## config.mk

```make
export PLATFORM = sky130hd
export DESIGN_NAME = cdr_loop_ctrl
export DESIGN_NICKNAME = d
export VERILOG_FILES = /design/src/rtl/cdr_loop_ctrl.sv
export SDC_FILE = /design/constraint.sdc
export NUM_CORES = 1
export LEC_CHECK = 0
export ABC_AREA = 0
export BUFFER_PORTS_ARGS = -buffer_cell sky130_fd_sc_hd__buf_2
export CORE_MARGIN = 2
export CORE_UTILIZATION = 53
export CTS_BUF_LIST = sky130_fd_sc_hd__clkbuf_16
export DETAILED_ROUTE_END_ITERATION = 12
export PLACE_DENSITY = 0.71
export SYNTH_ARGS = -nofsm -noshare
export SYNTH_HDL_FRONTEND = slang
export SYNTH_SLANG_ARGS = --single-unit
```

## constraint.sdc

```tcl
create_clock -name clk -period 4.3 [get_ports clk]
set_input_delay 1.29 -clock clk [delete_from_list [all_inputs] [get_ports clk]]
set_output_delay 1.29 -clock clk [all_outputs]
set_load 0.005 [all_outputs]
```

## src/rtl/cdr_loop_ctrl.sv

```systemverilog
// rtl/cdr_loop_ctrl.sv - CDR loop sequencer: pulse gating, gain schedule and lock detection
module cdr_loop_ctrl #(
    parameter int WIN_LOG2    = 6,
    parameter int ACQ_CYCLES  = 1024,
    parameter int LOCK_TOL    = 4,
    parameter int LOCK_WINS   = 4,
    parameter int UNLOCK_TOL  = 16,
    parameter int UNLOCK_WINS = 2
) (
    input  logic       clk,
    input  logic       rst_n,
    input  logic       en,
    input  logic       hold,
    input  logic       up_in,
    input  logic       dn_in,
    output logic       up_out,
    output logic       dn_out,
    output logic       filt_rst_n,
    output logic [1:0] gain_sel,
    output logic [1:0] state,
    output logic       locked
);

    typedef enum logic [1:0] {
        S_IDLE  = 2'd0,
        S_ACQ   = 2'd1,
        S_TRACK = 2'd2,
        S_LOCK  = 2'd3
    } state_t;

    localparam int ACQ_W  = $clog2(ACQ_CYCLES + 1);
    localparam int NET_W  = WIN_LOG2 + 2;
    localparam int GOOD_W = $clog2(LOCK_WINS + 1);
    localparam int BAD_W  = $clog2(UNLOCK_WINS + 1);

    localparam logic [ACQ_W-1:0]        ACQ_LAST     = ACQ_W'(ACQ_CYCLES - 1);
    localparam logic [WIN_LOG2-1:0]     WIN_LAST     = '1;
    localparam logic signed [NET_W-1:0] NET_MAX      = NET_W'(2 ** WIN_LOG2);
    localparam logic signed [NET_W-1:0] NET_MIN      = NET_W'(-(2 ** WIN_LOG2));
    localparam logic signed [NET_W:0]   NET_ONE      = 1;
    localparam logic [NET_W-1:0]        LOCK_TOL_W   = NET_W'(LOCK_TOL);
    localparam logic [NET_W-1:0]        UNLOCK_TOL_W = NET_W'(UNLOCK_TOL);
    localparam logic [GOOD_W-1:0]       GOOD_LAST    = GOOD_W'(LOCK_WINS - 1);
    localparam logic [BAD_W-1:0]        BAD_LAST     = BAD_W'(UNLOCK_WINS - 1);

    state_t                  state_q, state_d;
    logic [ACQ_W-1:0]        acq_cnt_q, acq_cnt_d;
    logic [WIN_LOG2-1:0]     win_cnt_q, win_cnt_d;
    logic signed [NET_W-1:0] net_q, net_d;
    logic [GOOD_W-1:0]       good_cnt_q, good_cnt_d;
    logic [BAD_W-1:0]        bad_cnt_q, bad_cnt_d;

    logic       up_out_q, up_out_d;
    logic       dn_out_q, dn_out_d;
    logic       filt_rst_n_q, filt_rst_n_d;
    logic [1:0] gain_sel_q, gain_sel_d;
    logic       locked_q, locked_d;

    logic                    up_valid, dn_valid, active;
    logic signed [NET_W:0]   net_ext, net_sum;
    logic signed [NET_W-1:0] net_nxt;
    logic [NET_W-1:0]        net_abs;
    logic                    win_end, win_balanced, win_bad;

    // Conflicting up/dn samples are neither forwarded nor counted.
    always_comb begin
        up_valid = up_in & ~dn_in;
        dn_valid = dn_in & ~up_in;
        active   = (state_q != S_IDLE) & en;

        net_ext = {net_q[NET_W-1], net_q};
        if (up_valid) begin
            net_sum = net_ext + NET_ONE;
        end else if (dn_valid) begin
            net_sum = net_ext - NET_ONE;
        end else begin
            net_sum = net_ext;
        end

        if (net_sum > NET_MAX) begin
            net_nxt = NET_MAX;
        end else if (net_sum < NET_MIN) begin
            net_nxt = NET_MIN;
        end else begin
            net_nxt = net_sum[NET_W-1:0];
        end

        net_abs      = net_nxt[NET_W-1] ? -net_nxt : net_nxt;
        win_end      = (win_cnt_q == WIN_LAST);
        win_balanced = (net_abs <= LOCK_TOL_W);
        win_bad      = (net_abs > UNLOCK_TOL_W);
    end

    always_ff @(posedge clk) begin
        if (!rst_n) begin
            state_q      <= S_IDLE;
            acq_cnt_q    <= '0;
            win_cnt_q    <= '0;
            net_q        <= '0;
            good_cnt_q   <= '0;
            bad_cnt_q    <= '0;
            up_out_q     <= 1'b0;
            dn_out_q     <= 1'b0;
            filt_rst_n_q <= 1'b0;
            gain_sel_q   <= 2'b00;
            locked_q     <= 1'b0;
        end else begin
            state_q      <= state_d;
            acq_cnt_q    <= acq_cnt_d;
            win_cnt_q    <= win_cnt_d;
            net_q        <= net_d;
            good_cnt_q   <= good_cnt_d;
            bad_cnt_q    <= bad_cnt_d;
            up_out_q     <= up_out_d;
            dn_out_q     <= dn_out_d;
            filt_rst_n_q <= filt_rst_n_d;
            gain_sel_q   <= gain_sel_d;
            locked_q     <= locked_d;
        end
    end

    // Dropping en wins over everything; hold freezes every transition and counter.
    always_comb begin
        state_d    = state_q;
        acq_cnt_d  = acq_cnt_q;
        win_cnt_d  = win_cnt_q;
        net_d      = net_q;
        good_cnt_d = good_cnt_q;
        bad_cnt_d  = bad_cnt_q;

        if (!en) begin
            state_d    = S_IDLE;
            acq_cnt_d  = '0;
            win_cnt_d  = '0;
            net_d      = '0;
            good_cnt_d = '0;
            bad_cnt_d  = '0;
        end else if (!hold) begin
            unique case (state_q)
                S_IDLE: begin
                    state_d   = S_ACQ;
                    acq_cnt_d = '0;
                end
                S_ACQ: begin
                    if (acq_cnt_q == ACQ_LAST) begin
                        state_d    = S_TRACK;
                        acq_cnt_d  = '0;
                        win_cnt_d  = '0;
                        net_d      = '0;
                        good_cnt_d = '0;
                        bad_cnt_d  = '0;
                    end else begin
                        acq_cnt_d = acq_cnt_q + 1'b1;
                    end
                end
                S_TRACK, S_LOCK: begin
                    if (!win_end) begin
                        win_cnt_d = win_cnt_q + 1'b1;
                        net_d     = net_nxt;
                    end else begin
                        win_cnt_d = '0;
                        net_d     = '0;
                        if (state_q == S_TRACK) begin
                            if (!win_balanced) begin
                                good_cnt_d = '0;
                            end else if (good_cnt_q == GOOD_LAST) begin
                                state_d    = S_LOCK;
                                good_cnt_d = '0;
                                bad_cnt_d  = '0;
                            end else begin
                                good_cnt_d = good_cnt_q + 1'b1;
                            end
                        end else begin
                            if (!win_bad) begin
                                bad_cnt_d = '0;
                            end else if (bad_cnt_q == BAD_LAST) begin
                                state_d    = S_TRACK;
                                good_cnt_d = '0;
                                bad_cnt_d  = '0;
                            end else begin
                                bad_cnt_d = bad_cnt_q + 1'b1;
                            end
                        end
                    end
                end
                default: state_d = S_IDLE;
            endcase
        end
    end

    // Status outputs follow the next state so they move together with the state register.
    always_comb begin
        up_out_d     = up_valid & active & ~hold;
        dn_out_d     = dn_valid & active & ~hold;
        filt_rst_n_d = (state_d != S_IDLE);
        locked_d     = (state_d == S_LOCK);
        unique case (state_d)
            S_ACQ:   gain_sel_d = 2'b10;
            S_TRACK: gain_sel_d = 2'b01;
            default: gain_sel_d = 2'b00;
        endcase
    end

    assign up_out     = up_out_q;
    assign dn_out     = dn_out_q;
    assign filt_rst_n = filt_rst_n_q;
    assign gain_sel   = gain_sel_q;
    assign state      = state_q;
    assign locked     = locked_q;

endmodule

```

Word level (Yosys, flattened, before mapping)
Cells that the tools add are included.

storage, ports and cells
  flip-flop bits (word level) = 38
  bits in latches = 0
  bits in writable memories = 0
  memory bits (read-only) = 0
  output and inout bits = 8
  logic and storage cells = 99
  memories = 0

cells by class
  add/subtract/negate cells = 7
  multipliers = 0
  div/mod/pow operators = 0
  magnitude comparators = 4
  equality and inequality tests = 16
  shift-type cells = 0
  muxes and demuxes = 40
  bitwise operators = 10
  reduce and logical (&&, ||, !) cells = 11

operators with widths
  cell                                                                              number
  8-bit 2-to-1 mux                                                                  5
  2-bit 2-to-1 mux                                                                  16
  11-bit one-hot mux with 2 select lines                                            1
  3-bit 2-to-1 mux                                                                  7
  9-bit 2-to-1 mux                                                                  2
  8-bit one-hot mux with 2 select lines                                             1
  6-bit 2-to-1 mux                                                                  2
  3-bit inequality test, second input constant                                      4
  6-bit one-hot mux with 2 select lines                                             1
  6-bit AND reduction                                                               2
  11-bit by 1-bit adder with 11-bit output, second input constant                   1
  11-bit by 10-bit == test with 1-bit output, second input constant                 1
  11-bit 2-to-1 mux                                                                 1
  8-bit by 2-bit adder with 9-bit output, second input constant                     1
  9-bit by 8-bit greater-than comparator with 1-bit output, second input constant   1
  9-bit by 7-bit < comparator with 1-bit output, second input constant              1
  8-bit by 2-bit subtractor with 9-bit output, second input constant                1
  2-bit == test, second input constant                                              4
  8-bit by 5-bit greater-than comparator with 1-bit output, second input constant   1
  8-bit by 3-bit less-or-equal comparator with 1-bit output, second input constant  1
  8-bit negation                                                                    1
  2-bit one-hot mux with 2 select lines                                             2
  2-bit nonzero test                                                                4
  1-bit AND                                                                         7
  14 further kinds                                                                  20

Depth between registers and ports, before layout
Gate-level depths: netlist (run 1).

  word-level depth = 18
  depth in mapped cells = 11

Worst setup path before layout (run 1)
No wires, ideal clock.

  path kind = input to register
  start point = input port dn_in
  end point = register locked_q, in the netlist locked
  library setup time = 0.067 ns
  arrival = 3.177 ns
  data required time = 4.233 ns
  path slack = 1.056 ns
  stages = 9
  buffers on the path = 1
  cell sequence = buf_4 -> and4bb_1 -> a22o_1 -> o221ai_1 -> nand2_1 -> o32a_1 -> o31a_1 -> o22a_1 -> a21boi_2

between the ends
  word-level cells in the longest chain between the ends = 16
  elaborated cells on any way between the ends = 21
  classes of those cells = add/sub (1); order compare (4); eq/ne (1); mux (12); bitwise (3)

ends and longest elaborated chain
  what                                                                                                                                          line      source
  start, declared                                                                                                                               15        input logic dn_in,
  1-bit AND / 1-bit inverter (equally long branches)                                                                                            68, 67
  9-bit 2-to-1 mux / 1-bit AND (equally long branches)                                                                                          74, 67
  9-bit 2-to-1 mux (*)                                                                                                                          72        if (up_valid) begin
  9-bit by 7-bit < comparator with 1-bit output                                                                                                 82        end else if (net_sum < NET_MIN) begin
  8-bit 2-to-1 mux                                                                                                                              82
  8-bit 2-to-1 mux (*)                                                                                                                          80        if (net_sum > NET_MAX) begin
  8-bit negation                                                                                                                                88        net_abs = net_nxt[NET_W-1] ? -net_nxt : net_nxt;
  8-bit 2-to-1 mux (*)                                                                                                                          88
  8-bit by 5-bit greater-than comparator with 1-bit output / 8-bit by 3-bit less-or-equal comparator with 1-bit output (equally long branches)  91, 90
  2-bit 2-to-1 mux, on equally long branches                                                                                                    174, 164
  2-bit 2-to-1 mux (*)                                                                                                                          163       if (state_q == S_TRACK) begin
  2-bit 2-to-1 mux (*)                                                                                                                          157       if (!win_end) begin
  2-bit one-hot mux with 3 select lines (*)                                                                                                     139       unique case (state_q)
  2-bit 2-to-1 mux (*)                                                                                                                          138       end else if (!hold) begin
  2-bit 2-to-1 mux (*)                                                                                                                          131       if (!en) begin
  2-bit == test (*)                                                                                                                             196       locked_d = (state_d == S_LOCK);
  end signal, assigned                                                                                                                          118       locked_q <= locked_d;
  end, declared                                                                                                                                 57        logic locked_q, locked_d;

Every way passes the cells marked *; elsewhere a longest branch is shown, timed or not.
A chain may end at the register's enable or synchronous reset.

Final worst setup path (run 1)
  start point = input port dn_in
  end point = register gain_sel_q[0], in the netlist gain_sel[0]

between the ends
  word-level cells in the longest chain between the ends = 17
  elaborated cells on any way between the ends = 23
  classes of those cells = add/sub (1); order compare (4); eq/ne (2); mux (13); bitwise (3)

ends and longest elaborated chain
  what                                                                                                                                          line      source
  1-bit AND / 1-bit inverter (equally long branches)                                                                                            68, 67
  9-bit 2-to-1 mux / 1-bit AND (equally long branches)                                                                                          74, 67
  9-bit 2-to-1 mux (*)                                                                                                                          72
  9-bit by 7-bit < comparator with 1-bit output                                                                                                 82
  8-bit 2-to-1 mux                                                                                                                              82
  8-bit 2-to-1 mux (*)                                                                                                                          80
  8-bit negation                                                                                                                                88
  8-bit 2-to-1 mux (*)                                                                                                                          88
  8-bit by 5-bit greater-than comparator with 1-bit output / 8-bit by 3-bit less-or-equal comparator with 1-bit output (equally long branches)  91, 90
  2-bit 2-to-1 mux, on equally long branches                                                                                                    174, 164
  2-bit 2-to-1 mux (*)                                                                                                                          163
  2-bit 2-to-1 mux (*)                                                                                                                          157
  2-bit one-hot mux with 3 select lines (*)                                                                                                     139
  2-bit 2-to-1 mux (*)                                                                                                                          138
  2-bit 2-to-1 mux (*)                                                                                                                          131
  2-bit == test / 2-bit by 1-bit == test with 1-bit output (equally long branches)                                                              197       unique case (state_d)
  2-bit one-hot mux with 2 select lines (*)                                                                                                     197
  end signal, assigned                                                                                                                          117       gain_sel_q <= gain_sel_d;
  end, declared                                                                                                                                 56        logic [1:0] gain_sel_q, gain_sel_d;

Marks and branches as above.

==> flow_summary.yaml, run 1 <==
setup_path:
  r2r_slack_ns: 1.33
  worstPathRequired_ns: 4.45
  critPathLaunchType: "input pin"
  timing.rr.end: "gain_sel[0]"
  critPathLaunch: "dn_in"
  r2r_start: "net_q[0]"
  reg2reg_depth: 10
  cp-endpoint: "gain_sel[0]"
  path_class: "input pin to flop"
  critPathMaxFanout: 13
  worstPathArrival_ns: 3.61
  worst_setup_path_end_kind: "flop"
routing:
  vias: 2079
  detail_route.first_pass.iterations: 4
  antenna_left: 0
  route.detailed.drc: 0
  drt-total-wl_um: 4849
  routedWlPerCell_um: 13.85
  dr.first_iter.drc_count: 138
  viasPerCell: 5.940
cts:
  clock_sinks: 38
  post_cts_buffers: 0
  tritoncts: "yes"
  worstSkewPairLatency_ns: 0.28
  cts_max_path_buffers: 2
  root_buffer: "clkbuf_16"
  cts_resized: 0
  cts_max_level: 2
  numCtsBuffers: 5
  clk_pin_slew_worst_paths_ns: 0.06
  cts_hold_buf: 0
hold_path:
  min_path_type: "flop to flop"
  whs_path_depth: 1
power:
  peakVddDrop_mv: 0.3445
  cellPowerDensity_mw_per_mm2: 345.4
  leakage_nw: 0.9171
logic_synthesis:
  synth_area_sq_mm: 0.002296
  ys_ff_latch: 38
  synth_nets: 304
  yosys.area_share.simple_pct: 32.92
  synthTopCellsByArea: "dfxtp_1 33%, nor2_1 6.9%, nand2_1 5.7%"
  synth_top_family_by_area: "simple AND/OR/NAND/NOR gates"
  ys_seq_area_share_pct: 33.13
  synth_warnings: 0
  async_reset_ff_share_pct: 0
  syn_avg_cell_area_sq_um: 7.836
  synth_edf_count: 0
  synth_ff_type: "dfxtp_1"
  synth_compound_gate_area_share_pct: 20.27
  synthTopCellsByCount: "42 x nor2_1, 38 x dfxtp_1, 35 x nand2_1"
  synth_top_area_cell: "dfxtp_1"
  synth_top_area_share_pct: 33.13
  yosys.area_share.adder_pct: 2.725
  syn_inst: 293
  synthMuxAreaShare_pct: 1.907
  ys_types: 67
  synth_xor_area_share_pct: 4.578
  yosysMostFrequentCell: "nor2_1"
timing:
  setup-tns-final_ns: 0
  period_needed_ns: 3.453
  slew_violations: 0
  final_hold_viol_count: 0
  finClkSkew_ns: 0.004551
  rsz0062_at_grt: "false"
  finalCritPeriodShare_pct: 80.30
  slew_headroom_pct: 60.67
  max_freq_mhz: 289.6
  setup_slack_ns: 0.8469
  tightestPinTransition_ns: 0.5891
  finalSetupViolCount: 0
finish:
  nNetsFinal: 310
  nFillCells: 381
  syn_to_final_growth_pct: 10.79
  drive_above_1_share_pct: 10.33
  antenna_cells: 0
die:
  num_io_pins: 14
  die_w_um: 69.82
  initial_core_util_pct: 56.18
  row_count: 23
  dieArea_sq_mm: 0.004874
  die_h_um: 69.82
  core_sq_mm: 0.004086
placement:
  pre_cts_slack_ns: 0.5943
  place.gp.congestion: 0.8717
  port_buffers: 13
  dp_hpwl_um: 3487
flow_run:
  drv_cap: 0
global_route:
  gr-total-overflow: 0
  grt_max_degree: 19
  grt.total_usage_pct: 20.73
  antenna_found_initial: 0
  grt_pass1_wl_um: 8307
  grt_pass1_vias: 1849
status:
  outcome: "complete, no violations"
==> how the worst min path moves through the flow <==
stage / from / to / slack, ns
after floorplan: acq_cnt_q[10] / acq_cnt_q[10] / 0.42
after global placement: bad_cnt_q[1] / bad_cnt_q[1] / 0.43
after detailed placement: bad_cnt_q[1] / bad_cnt_q[1] / 0.44
after CTS: bad_cnt_q[1] / bad_cnt_q[1] / 0.44
after global routing: bad_cnt_q[1] / bad_cnt_q[1] / 0.45
final: bad_cnt_q[1] / bad_cnt_q[1] / 0.45
==> area by class of cell <==
type	count	area [sq um]	area share, %
multi-input cells	233	1433	56.32
flip-flops and latches	38	760.7	29.91
clock buffers	5	125.1	4.919
repair buffers	14	72.57	2.853
clock inverters	3	63.81	2.509
well taps	50	62.56	2.459
inverters	7	26.28	1.033
==> critical path, stage by stage <==
cell	delay (ns)
buf_2	0.17
nand3b_1	0.23
o311a_1	0.35
nor4_2	0.37
o211ai_1	0.26
o32a_1	0.29
or2_1	0.26
o311ai_1	0.27
a21oi_1	0.11
==> layout by cell type (no fill, tap or decap), types with 7 or more instances in the layout <==
cell	netlist	layout
nor2_1	42	42
dfxtp_1	38	38
nand2_1	35	35
nand3_1	14	14
buf_2	4	13
a21oi_1	12	12
nor3_1	11	11
o21ai_0	9	9
inv_1	7	7
nand3b_1	7	7
xor2_1	7	7
a22oi_1	7	7
==> through the flow <==
step / area [sq um] / power [mW] / utilization [%] / cells / hold slack (ns)
final: 2544 / 0.8787 / 62.25 / 350 / 0.4455
after global routing: 2544 / 0.9074 / 62.25 / 350 / 0.4519
after CTS: 2544 / 0.8887 / 62.25 / 350 / 0.4441
after detailed placement: 2355 / 0.4169 / 57.62 / 342 / 0.4366
after global placement: 2355 / 0.4166 / 57.62 / 342 / 0.4337
after floorplan: 2296 / 0.4050 / - / 293 / 0.4222
==> metal layers <==
layer  vias to the layer above  share of wire [%]  track usage, %
met5                         -                  0               0
met4                         0                1.9           8.547
met3                         8                3.5           4.215
met2                        34                 44           30.58
met1                       954                 51           29.35
li1                       1083                  -               -
==> kinds of logic after synthesis <==
family                     after synthesis
adders and majority gates                5
AOI/OAI and AO/OA                       64
muxes                                    4
buffers and inverters                   22
xor gates and xnor gates                12
DFF                                     38
and+or+nand+nor                        148
==> power breakdown <==
part | internal [mW] | switching, mW | leakage [nW]
Combinational | 0.0199 | 0.0338 | 0.519
Clock | 0.330 | 0.138 | 0.0915
Sequential | 0.354 | 0.00241 | 0.307
Total | 0.704 | 0.175 | 0.917
==> sequential cells by signal, indices dropped and copies added (netlist names), 2 cells and up <==
name / count
net_q: 8
acq_cnt_q: 11
win_cnt_q: 6
bad_cnt_q: 2
state: 2
good_cnt_q: 3
gain_sel: 2
Note: power is estimated with default switching activity, not from simulation.
==> inputs of run 2 (changes only) <==
PLACE_DENSITY = 0.74   (was 0.71)
clock period = 3.1 ns   (was 4.3 ns; I/O delays follow)
==> flow_summary.yaml, run 2 (synthesis results as in run 1) <==
power:
  cellPowerDensity_mw_per_mm2: 469.2
  peakVddDrop_mv: 0.2960
  leakage_nw: 0.9801
finish:
  syn_to_final_growth_pct: 15.42
  finalNonFillerCells: 362
  fin_util_pct: 64.85
  largest_reg_flops: 11
  antenna_cells: 0
  most-common-layout-cells: "41 x nor2_1, 38 x dfxtp_1, 35 x nand2_1"
  nNetsFinal: 322
  reg_top3: "acq_cnt_q: 11 flops, net_q: 8 flops, win_cnt_q: 6 flops"
  fin_area_sq_mm: 0.002650
  layout_commonest_cell: "nor2_1"
  regMostFlops: "acq_cnt_q"
  drive_above_1_share_pct: 14.42
status:
  outcome: "complete, no violations"
setup_path:
  critPathMaxFanout: 10
  r2r_start: "net_q[1]"
  worst_setup_path_end_kind: "flop"
  worstPathArrival_ns: 3.16
  worstPathRequired_ns: 3.32
  reg2reg_depth: 11
  path_class: "input pin to flop"
  timing.rr.end: "bad_cnt_q[0]"
  r2r_slack_ns: 0.28
  critPathLaunchType: "input pin"
routing:
  viasPerCell: 5.972
  dr.first_iter.drc_count: 166
  vias: 2162
  route.detailed.drc: 0
  drt-total-wl_um: 5197
  antenna_left: 0
  routedWlPerCell_um: 14.36
  detail_route.first_pass.iterations: 4
die:
  die_h_um: 69.82
  dieArea_sq_mm: 0.004874
  row_count: 23
  die_w_um: 69.82
  core_sq_mm: 0.004086
  num_io_pins: 14
  initial_core_util_pct: 56.18
global_route:
  grt_max_degree: 19
  grt_pass1_vias: 1915
  grt.total_usage_pct: 21.85
  grt_pass1_wl_um: 8790
  antenna_found_initial: 0
  gr-total-overflow: 0
timing:
  finalSetupViolCount: 0
  finalCritPeriodShare_pct: 94.92
  tightestPinTransition_ns: 0.5784
  rsz0062_at_grt: "false"
  max_freq_mhz: 339.9
  slew_headroom_pct: 61.09
  period_needed_ns: 2.942
  finClkSkew_ns: 0.004054
  slew_violations: 0
  final_hold_viol_count: 0
  whs_ns: 0.4423
hold_path:
  min_from: "bad_cnt_q[1]"
  whs_path_depth: 1
  min_path_type: "flop to flop"
  hold_end: "bad_cnt_q[1]"
cts:
  numCtsBuffers: 5
  root_buffer: "clkbuf_16"
  tritoncts: "yes"
  cts_max_path_buffers: 2
  cts_max_level: 2
  clock_sinks: 38
  clk_pin_slew_worst_paths_ns: 0.06
  cts_hold_buf: 0
  worstSkewPairLatency_ns: 0.28
placement:
  place_area_sq_mm: 0.002445
  dp_hpwl_um: 3604
  port_buffers: 13
  place_inst: 354
  place.gp.congestion: 0.9091
flow_run:
  drv_cap: 0
==> run 2: cell types whose count changed in the layout (fill, tap and decap cells not counted) <==
cell	before	now
clkinv_1	1	0
nor2_2	0	1
nor2_1	42	41
buf_4	1	13
nor4_4	0	1
clkinv_4	0	1
nor4_2	1	0
==> run 2: worst max path at each step <==
stage | end | start
finish | locked | dn_in
detailed placement | gain_sel[1] | dn_in
global route | gain_sel[0] | dn_in
floorplan | locked | dn_in
CTS | locked | dn_in
global placement | locked | dn_in
==> run 2: layout make-up <==
class / instances / area [sq um]
multi-input combinational: 233 / 1444
fill: 338 / 1436
sequential: 38 / 760.7
timing repair buffer: 26 / 162.7
clock buffer: 5 / 125.1
clock inverter: 3 / 68.82
tap: 50 / 62.56
inverter: 7 / 26.28
==> run 2: metrics by stage <==
stage	setup slack, ns	power (mW)	setup TNS [ns]
after CTS	0.1619	1.250	0
after floorplan	0.2156	0.5618	0
after global routing	0.03417	1.285	0
after detailed placement	-0.1132	0.5873	-0.6598
after global placement	-0.03704	0.5867	-0.1398
final	0.1575	1.243	0
==> run 2: power by group <==
part           leakage (nW)  internal [mW]  total, mW  switching, mW
Combinational         0.580         0.0357     0.0854         0.0497
Clock                0.0940          0.462      0.663          0.201
Sequential            0.307          0.491      0.495        0.00359
Total                 0.980          0.989       1.24          0.255
==> run 2: routing by layer <==
layer / part of all wire, % / vias to the layer above / GRT usage [%]
met5: 0 / - / 0
met4: 0.71 / 0 / 4.274
met3: 3.8 / 5 / 4.942
met2: 44 / 49 / 34.92
met1: 51 / 1005 / 30.39
li1: - / 1103 / -
==> run 2: worst max-delay path, cell delays in order <==
cell	delay, ns
buf_2	0.14
nand3b_1	0.23
nor4_1	0.48
or4_4	0.25
nand2_1	0.05
o32a_1	0.41
o31a_1	0.26
o22a_1	0.28
a21boi_2	0.13
==> run 2: repair_timing <==
item / in CTS / in global routing
gates resized for setup: 0 / 2
buffers inserted: 0 / 0
endpoints found under the setup margin: 0 / 2
==> inputs of run 3 (changes only) <==
PLACE_DENSITY = 0.71   (was 0.74)
clock period = 2.85 ns   (was 3.1 ns; I/O delays follow)
==> flow_summary.yaml, run 3 (synthesis results as in run 1) <==
routing:
  dr_wl_met2_um: 2487
  routedWlPerCell_um: 14.30
  drt-total-wl_um: 5404
  viasPerCell: 5.833
  antenna_left: 0
  met3_length_um: 240
  wl_met1_um: 2629
  dr.first_iter.drc_count: 197
  detail_route.first_pass.iterations: 5
  route.detailed.drc: 0
  top_layer_used: "met4"
  vias: 2205
finish:
  reg_top3: "acq_cnt_q: 11 flops, net_q: 8 flops, win_cnt_q: 6 flops"
  syn_to_final_growth_pct: 22.02
  fin_area_sq_mm: 0.002801
  drive_above_1_share_pct: 21.04
  most-common-layout-cells: "42 x nor2_1, 37 x dfxtp_1, 35 x nand2_1"
  layout_commonest_cell: "nor2_1"
  largest_reg_flops: 11
  antenna_cells: 0
  nNetsFinal: 339
  regMostFlops: "acq_cnt_q"
  finalNonFillerCells: 378
die:
  dieArea_sq_mm: 0.004874
  die_w_um: 69.82
  row_count: 23
  initial_core_util_pct: 56.18
  die_h_um: 69.82
  core_sq_mm: 0.004086
  num_io_pins: 14
hold_path:
  min_path_type: "flop to flop"
timing:
  final_hold_viol_count: 0
  max_freq_mhz: 359.7
  slew_headroom_pct: 70.03
  setup_slack_ns: 0.06969
  finalCritPeriodShare_pct: 97.55
  slew_violations: 0
  finalSetupViolCount: 0
  setup-tns-final_ns: 0
  tightestPinTransition_ns: 0.4489
  finClkSkew_ns: 0.005645
  rsz0062_at_grt: "true"
  period_needed_ns: 2.780
placement:
  dp_hpwl_um: 3799
  port_buffers: 13
  pre_cts_slack_ns: -0.2353
  place_area_sq_mm: 0.002572
  place_inst: 371
  place.gp.congestion: 0.7772
power:
  peakVddDrop_mv: 0.3488
  totalPowerFinal_mw: 1.260
  cellPowerDensity_mw_per_mm2: 449.9
  p_sw_share_pct: 21.38
  p_clk_share_pct: 48.5
  intPower_uw: 990.9
  switchingPower_uw: 269.4
  seq_power_share_pct: 42.7
  leakage_nw: 1.063
  share_comb_of_total_power_pct: 8.9
global_route:
  grt_pass1_wl_um: 9349
  grt_pass1_vias: 1980
  gr-total-overflow: 0
  antenna_found_initial: 0
  grt_max_degree: 17
  grt.total_usage_pct: 23.41
cts:
  cts_hold_buf: 0
  clk_pin_slew_worst_paths_ns: 0.06
  numCtsBuffers: 5
  cts_max_path_buffers: 2
  worstSkewPairLatency_ns: 0.28
  root_buffer: "clkbuf_16"
  cts_max_level: 2
  clock_sinks: 38
  post_cts_buffers: 0
  tritoncts: "yes"
  cts_resized: 0
setup_path:
  worstPathArrival_ns: 2.99
  worst_setup_path_end_kind: "flop"
  cp_cell_sequence: "buf_6 > nand3b_1 > o311a_1 > or4_4 > nand3b_1 > and2_4 > nor3_2 > o31ai_2 > buf_4 > mux2i_1"
  crit_top_cell: "nand3b_1"
  critPathLaunchType: "input pin"
  critPathSlowestCell: "or4_4"
  critPathMaxFanout: 7
  slowest_delay_ns: 0.53
  path_class: "input pin to flop"
  worstPathRequired_ns: 3.06
status:
  outcome: "complete, no violations"
flow_run:
  drv_cap: 0
## run 3: cell count changes in the layout (fill, tap and decap cells not counted), sizes merged
cell and delta:
clkbuf +1, buf +16, bufinv -1
## run 3: metrics by stage
| step | util [%] | hold slack (ns) |
|---|---|---|
| final | 68.55 | 0.4420 |
| after global routing | 68.55 | 0.4619 |
| after detailed placement | 62.95 | 0.4337 |
| after CTS | 66.84 | 0.4420 |
| after floorplan | - | 0.4222 |
| after global placement | 62.95 | 0.4281 |
## run 3: worst paths after layout
kind	startpoint	end	slack, ns	depth (start not counted)
worst max-delay path	dn_in	good_cnt_q[0]	0.07	10
worst min-delay path	bad_cnt_q[1]	bad_cnt_q[1]	0.44	1
worst max register to register	net_q[3]	good_cnt_q[0]	0.13	9
worst min register to register	bad_cnt_q[1]	bad_cnt_q[1]	0.44	1
## run 3: area by class of cell
cell class                      instances  area [sq um]
Tap cell                               50         62.56
Clock inverter                          2         33.78
Inverter                                7         26.28
Multi-Input combinational cell        233          1493
Timing Repair Buffer                   43         299.0
Clock buffer                            5         125.1
Sequential cell                        38         762.0
Fill cell                             335          1285
## run 3: power by group through the flow
| stage | combinational, mW | clock [mW] | sequential [mW] |
|---|---|---|---|
| 5_1_grt | 0.122 | 0.645 | 0.538 |
| 6_report | 0.112 | 0.611 | 0.538 |
| 2_1_floorplan | 0.0632 | 0 | 0.548 |
| 3_5_place_dp | 0.101 | 0 | 0.549 |
| 3_3_place_gp | 0.100 | 0 | 0.549 |
| 4_1_cts | 0.103 | 0.617 | 0.538 |
## run 3: routing by layer
| metal | vias to the layer above | global-route usage (%) |
|---|---|---|
| met5 | - | 0 |
| met4 | 0 | 5.769 |
| met3 | 5 | 4.360 |
| met2 | 46 | 35.98 |
| met1 | 1016 | 33.84 |
| li1 | 1138 | - |
## run 3: critical path, delay by kind of cell
kind,cells,cell delay (ns)
mux,1,0.17
simple gates,5,1.09
buf+inv,2,0.28
compound gates,2,0.59
